===== src/rtl/seven_segment_scanner.sv =====
// seven_segment_scanner
//   Captures a 14-bit binary number on request, converts it to four BCD
//   digits with a sequential shift-and-add-3 (double dabble) engine and
//   continuously time-multiplexes the digits onto a shared formatter.
//
// Ports
//   clk         : system clock, rising edge
//   rst_n       : asynchronous active-low reset
//   value[13:0] : unsigned binary number to display
//   load        : single-cycle capture request (ignored while busy)
//   digit_value : code for the formatter, 0-9 digit, 4'hF blank
//   digit_sel   : active-low one-cold digit enable, bit 0 = least significant
//   busy        : conversion in progress (CONVERT and COMMIT)
//   overflow    : last captured value exceeded 9999
module seven_segment_scanner #(
  parameter int SCAN_DIV = 50000,
  parameter bit LZ_BLANK = 1'b1
) (
  input  logic        clk,
  input  logic        rst_n,
  input  logic [13:0] value,
  input  logic        load,
  output logic [3:0]  digit_value,
  output logic [3:0]  digit_sel,
  output logic        busy,
  output logic        overflow
);

  localparam int              PW         = $clog2(SCAN_DIV);
  localparam logic [PW-1:0]   PRESC_LAST = PW'(SCAN_DIV - 1);
  localparam logic [PW-1:0]   PRESC_ONE  = PW'(1);
  localparam logic [13:0]     MAX_SHOWN  = 14'd9999;
  localparam logic [3:0]      LAST_ITER  = 4'd13;

  typedef enum logic [1:0] {
    IDLE    = 2'd0,
    CONVERT = 2'd1,
    COMMIT  = 2'd2
  } state_t;

  state_t        state_r;
  logic [13:0]   shift_r;
  logic [13:0]   cap_r;
  logic [15:0]   bcd_r;
  logic [3:0]    iter_r;
  logic [15:0]   disp_r;
  logic          busy_r;
  logic          ovf_r;
  logic [PW-1:0] presc_r;
  logic [1:0]    idx_r;
  logic [3:0]    digit_value_r;
  logic [3:0]    digit_sel_r;

  logic [15:0]   bcd_next_s;
  logic          wrap_s;
  logic [1:0]    idx_next_s;
  logic [3:0]    sel_next_s;
  logic [3:0]    shown_s;

  // One double-dabble step: add 3 to every nibble >= 5, then shift in one bit.
  function automatic logic [15:0] dabble_step(input logic [15:0] b, input logic in_bit);
    logic [15:0] a;
    a = b;
    for (int i = 0; i < 4; i++) begin
      a[i*4 +: 4] = (a[i*4 +: 4] >= 4'd5) ? (a[i*4 +: 4] + 4'd3) : a[i*4 +: 4];
    end
    return {a[14:0], in_bit};
  endfunction

  // Code actually shown for one digit: overflow blanks everything, then
  // leading-zero blanking; digit 0 is never treated as a leading zero.
  function automatic logic [3:0] shown_nibble(input logic [15:0] d, input logic ovf,
                                              input logic [1:0] idx, input logic lz);
    logic lead_zero;
    logic [3:0] nib;
    case (idx)
      2'd0:    lead_zero = 1'b0;
      2'd1:    lead_zero = (d[15:4] == 12'd0);
      2'd2:    lead_zero = (d[15:8] == 8'd0);
      2'd3:    lead_zero = (d[15:12] == 4'd0);
      default: lead_zero = 1'b0;
    endcase
    nib = d[{idx, 2'b00} +: 4];
    if (ovf) begin
      return 4'hF;
    end else if (lz && lead_zero) begin
      return 4'hF;
    end else begin
      return nib;
    end
  endfunction

  // Next-state terms for the converter and the scan pipeline.
  always_comb begin
    bcd_next_s = dabble_step(bcd_r, shift_r[13]);
    wrap_s     = (presc_r == PRESC_LAST);
    if (wrap_s) begin
      idx_next_s = idx_r + 2'd1;
    end else begin
      idx_next_s = idx_r;
    end
    sel_next_s = ~(4'b0001 << idx_next_s);
    shown_s    = shown_nibble(disp_r, ovf_r, idx_next_s, LZ_BLANK);
  end

  // Control FSM: capture, 14 shift steps, one commit cycle into the display.
  always_ff @(posedge clk or negedge rst_n) begin
    if (!rst_n) begin
      state_r <= IDLE;
      shift_r <= 14'd0;
      cap_r   <= 14'd0;
      bcd_r   <= 16'd0;
      iter_r  <= 4'd0;
      disp_r  <= 16'd0;
      busy_r  <= 1'b0;
      ovf_r   <= 1'b0;
    end else begin
      case (state_r)
        IDLE: begin
          if (load) begin
            shift_r <= value;
            cap_r   <= value;
            bcd_r   <= 16'd0;
            iter_r  <= 4'd0;
            busy_r  <= 1'b1;
            state_r <= CONVERT;
          end else begin
            state_r <= IDLE;
          end
        end
        CONVERT: begin
          bcd_r   <= bcd_next_s;
          shift_r <= {shift_r[12:0], 1'b0};
          iter_r  <= iter_r + 4'd1;
          if (iter_r == LAST_ITER) begin
            state_r <= COMMIT;
          end else begin
            state_r <= CONVERT;
          end
        end
        COMMIT: begin
          disp_r  <= bcd_r;
          ovf_r   <= (cap_r > MAX_SHOWN);
          busy_r  <= 1'b0;
          state_r <= IDLE;
        end
        default: begin
          busy_r  <= 1'b0;
          state_r <= IDLE;
        end
      endcase
    end
  end

  // Free-running digit scan; select and code are registered together so
  // they always change on the same edge.
  always_ff @(posedge clk or negedge rst_n) begin
    if (!rst_n) begin
      presc_r       <= '0;
      idx_r         <= 2'd0;
      digit_sel_r   <= 4'b1110;
      digit_value_r <= 4'h0;
    end else begin
      presc_r       <= wrap_s ? '0 : (presc_r + PRESC_ONE);
      idx_r         <= idx_next_s;
      digit_sel_r   <= sel_next_s;
      digit_value_r <= shown_s;
    end
  end

  assign digit_value = digit_value_r;
  assign digit_sel   = digit_sel_r;
  assign busy        = busy_r;
  assign overflow    = ovf_r;

endmodule


===== config.mk =====
export PLATFORM = sky130hd
export DESIGN_NAME = seven_segment_scanner
export DESIGN_NICKNAME = d
export VERILOG_FILES = /design/src/rtl/seven_segment_scanner.sv
export SDC_FILE = /design/constraint.sdc
export NUM_CORES = 1
export LEC_CHECK = 0
export CORE_MARGIN = 8
export CORE_UTILIZATION = 40
export DETAILED_ROUTE_END_ITERATION = 6
export GPL_TIMING_DRIVEN = 0
export SLEW_MARGIN = 20
export SYNTH_ARGS = -nofsm -noshare
export SYNTH_HDL_FRONTEND = slang
export SYNTH_SLANG_ARGS = --single-unit

===== constraint.sdc =====
create_clock -name clk -period 2.37 [get_ports clk]
set_input_delay 0.711 -clock clk [delete_from_list [all_inputs] [get_ports clk]]
set_output_delay 0.711 -clock clk [all_outputs]
set_load 0.01 [all_outputs]

==> flow_metrics.py <==
metrics = {
    "outcome": {
        "status": "completed",
    },
    "detailed_routing": {
        "wl_um": 8970,
        "drt_iter0_markers": 254,
        "num_vias": 3127,
        "drc": 0,
        "ant_nets": 0,
        "via_per_inst": 5.18,
        "firstDrtPassIters": 4,
        "wl_per_cell_um": 14.9,
    },
    "logic_synthesis": {
        "synth_top_family_by_area": "simple AND/OR/NAND/NOR gates",
        "syn_nets": 449,
        "synth.area.mux_share": 0.0872,
        "yosysTopAreaCellShare": 0.502,
        "synth_edf_count": 0,
        "ys.flop_type": "dfrtp_1",
        "synth-xor-area-share": 0.0465,
        "yosys_warnings": 0,
        "synth_most_common_cell": "dfrtp_1",
        "synthTopCellsByCount": "dfrtp_1, nand2_1, o21ai_0",
        "synthAdderAreaFrac": 0.0317,
        "synthSimpleGateAreaFrac": 0.164,
        "seq_area_frac_synth": 0.520,
        "synth_cell_type_count": 38,
        "synth_area_mm2": 0.00434,
        "synth_area_leaders": "dfrtp_1, nand2_1, o21ai_0",
        "synth_area_leader_cell": "dfrtp_1",
        "synth_compound_area_frac": 0.114,
        "postSynthAreaPerCell_um2": 10.3,
        "ys_ff_latch": 90,
        "synthCells": 421,
        "ys_async_sr_fraction": 1.00,
    },
    "timing": {
        "worst_slew_pin_slew_ns": 0.549,
        "final.setup_skew_ns": 0.0104,
        "rsz0062_at_grt": "no",
        "setup_violations": 0,
        "hold_viol_final": 0,
        "finalCriticalPeriod_ns": 2.10,
        "slew_headroom": 0.634,
        "whs_ns": 0.316,
        "slew_violations": 0,
        "fmax_mhz": 476,
        "timing.final.crit_share": 0.887,
    },
    "critical_path": {
        "path_max_fanout": 1,
        "startpoint_type": "flip-flop",
        "critical_path_class": "flip-flop to output pin",
        "cp.depth": 1,
        "reg2reg_setup_slack_ns": 0.30,
        "crit_buf_inv": 1,
        "slowest_stage": "clkdlybuf4s50_1",
        "cp-endpoint": "digit_sel[2]",
        "cp.required_ns": 1.66,
        "cp_top_family": "buffers and inverters",
        "r2r_start": "presc_r[0]",
        "worstSetupEndpointType": "output pin",
        "crit_chain": "clkdlybuf4s50_1",
        "cpPeakStageDelay_ns": 0.53,
        "worst_r2r_path_depth": 8,
        "r2r-end": "digit_value[2]",
        "worstPathArrival_ns": 1.39,
        "crit_start": "digit_sel[2]",
    },
    "die": {
        "die_w_um": 120,
        "ios": 27,
        "die_y_um": 120,
        "start_util": 0.405,
        "row_count": 38,
        "die-area_mm2": 0.0144,
        "core_mm2": 0.0107,
    },
    "global_routing": {
        "grt_pass1_wl_um": 15700,
        "antenna_found_initial": 0,
        "grtUsageTotal": 0.133,
        "grt_pass1_vias": 3268,
        "grt_max_degree": 53,
        "grt_overflow_total": 0,
    },
    "clocking": {
        "cts_sinks": 90,
        "cts_tree": "yes",
        "cts.clk_slew.worst_paths_ns": 0.09,
        "numCtsBuffers": 9,
        "cts_htree_levels": 3,
        "clock-root-buffer": "clkbuf_8",
        "clk_latency_ns": 0.35,
        "cts_setup_buffers": 0,
        "cts_max_path_buffers": 2,
    },
    "placed_design": {
        "gp_congestion": 0.759,
        "dp_hpwl_um": 6550,
        "portBuffers": 26,
        "dp_cells": 588,
    },
    "worst_hold_path": {
        "min_path_type": "primary input to asynchronous set/reset pin",
    },
    "power_and_ir_drop": {
        "peakVddDrop_uv": 407,
        "power_density_mw_per_mm2": 1050,
        "p_leak_uw": 0.00232,
    },
    "cells_and_area": {
        "area_delta_synth_final_pct": 15.7,
        "layout.cells.non_filler": 604,
        "fill_cells": 1005,
        "drive_gt1_frac": 0.103,
        "multi_input_area_mm2": 0.00192,
        "seqCellArea_mm2": 0.00226,
        "diodes": 0,
        "fin_nets": 487,
    },
    "job": {
        "max_cap_viol_count": 0,
    },
}
## area by class of cell
type / instances / share of cell area
Sequential cell: 90 / 0.450
Multi-Input combinational cell: 295 / 0.384
Timing Repair Buffer: 27 / 0.0569
Tap cell: 140 / 0.0349
Clock buffer: 10 / 0.0254
Buffer: 22 / 0.0209
Clock inverter: 6 / 0.0182
Inverter: 14 / 0.0105
## stage by stage
step	util	setup TNS, ns	cell area (µm²)	worst slack (ns)	total power [µW]
2_1_floorplan	-	0	4340	0.588	3590
3_3_place_gp	0.446	-240.68	4770	-2.69	4090
3_5_place_dp	0.448	-2.58	4800	-0.178	4190
4_1_cts	0.469	0	5010	0.192	5340
5_1_grt	0.469	0	5020	0.0696	5680
6_report	0.469	0	5020	0.267	5280
## sequential cells by signal (all words and copies together), names as in the netlist, 4 cells and up
name / count
cap_r: 10
disp_r: 16
digit_sel: 4
presc_r: 16
bcd_r: 16
shift_r: 14
iter_r: 4
digit_value: 4
## timing repair
action                     CTS  global route
setup endpoints to repair    0             8
hold buffers                 0             0
resized for setup            0             1
## how the worst min path moves through the flow
stage               start    endpoint  slack, ns  depth (start not counted)
4_1_cts             rst_n  shift_r[8]       0.32                          1
3_3_place_gp    cap_r[11]   cap_r[11]       0.46                          2
2_1_floorplan       rst_n    bcd_r[0]       0.42                          0
5_1_grt             rst_n  shift_r[8]       0.35                          1
3_5_place_dp   shift_r[0]  shift_r[0]       0.46                          2
6_report            rst_n  shift_r[8]       0.32                          1
## report_power, final
group	internal (µW)	leakage (µW)	switching, µW
clock	596	0.0000987	540
sequential	2000	0.00117	407
combinational	787	0.00105	958
total	3380	0.00232	1910
## logic make-up (layout without fill, tap and decap cells)
logic type	Yosys count	count (layout)
multiplexers	32	32
adder cells (fa/ha/maj)	11	11
XOR/XNOR	23	23
AND/OR/NAND/NOR	146	146
flip-flops	90	90
AO/OA/AOI/OAI	83	83
buffers and inverters	36	79
## per-layer routing
metal	track usage	vias up	share of wire
met5	0	-	0
met1	0.171	1545	0.47
met4	0.0515	0	0.014
li1	-	1536	-
met2	0.222	34	0.48
met3	0.0211	12	0.028
## cell usage in the layout (no fill, tap or decap), drive strengths merged
master / count
clkinvlp: 3
buf: 8
a31oi: 2
clkdlybuf4s50: 25
mux2i: 13
a21oi: 19
o21bai: 1
and4bb: 1
a22oi: 13
mux2: 16
dfrtp: 87
nor2: 17
xor2: 13
nor4: 5
a2bb2oi: 1
and4: 2
o311ai: 1
nand4: 5
nand2: 61
xnor2: 10
o31ai: 3
nor3: 7
ha: 11
mux4: 3
inv: 13
clkinv: 2
nand3: 15
dfstp: 3
and4b: 1
nor2b: 17
nand2b: 7
bufinv: 2
a22o: 5
and3: 6
o21ai: 38
and2: 2
clkbuf: 26
(Power assumes the default switching activity.)
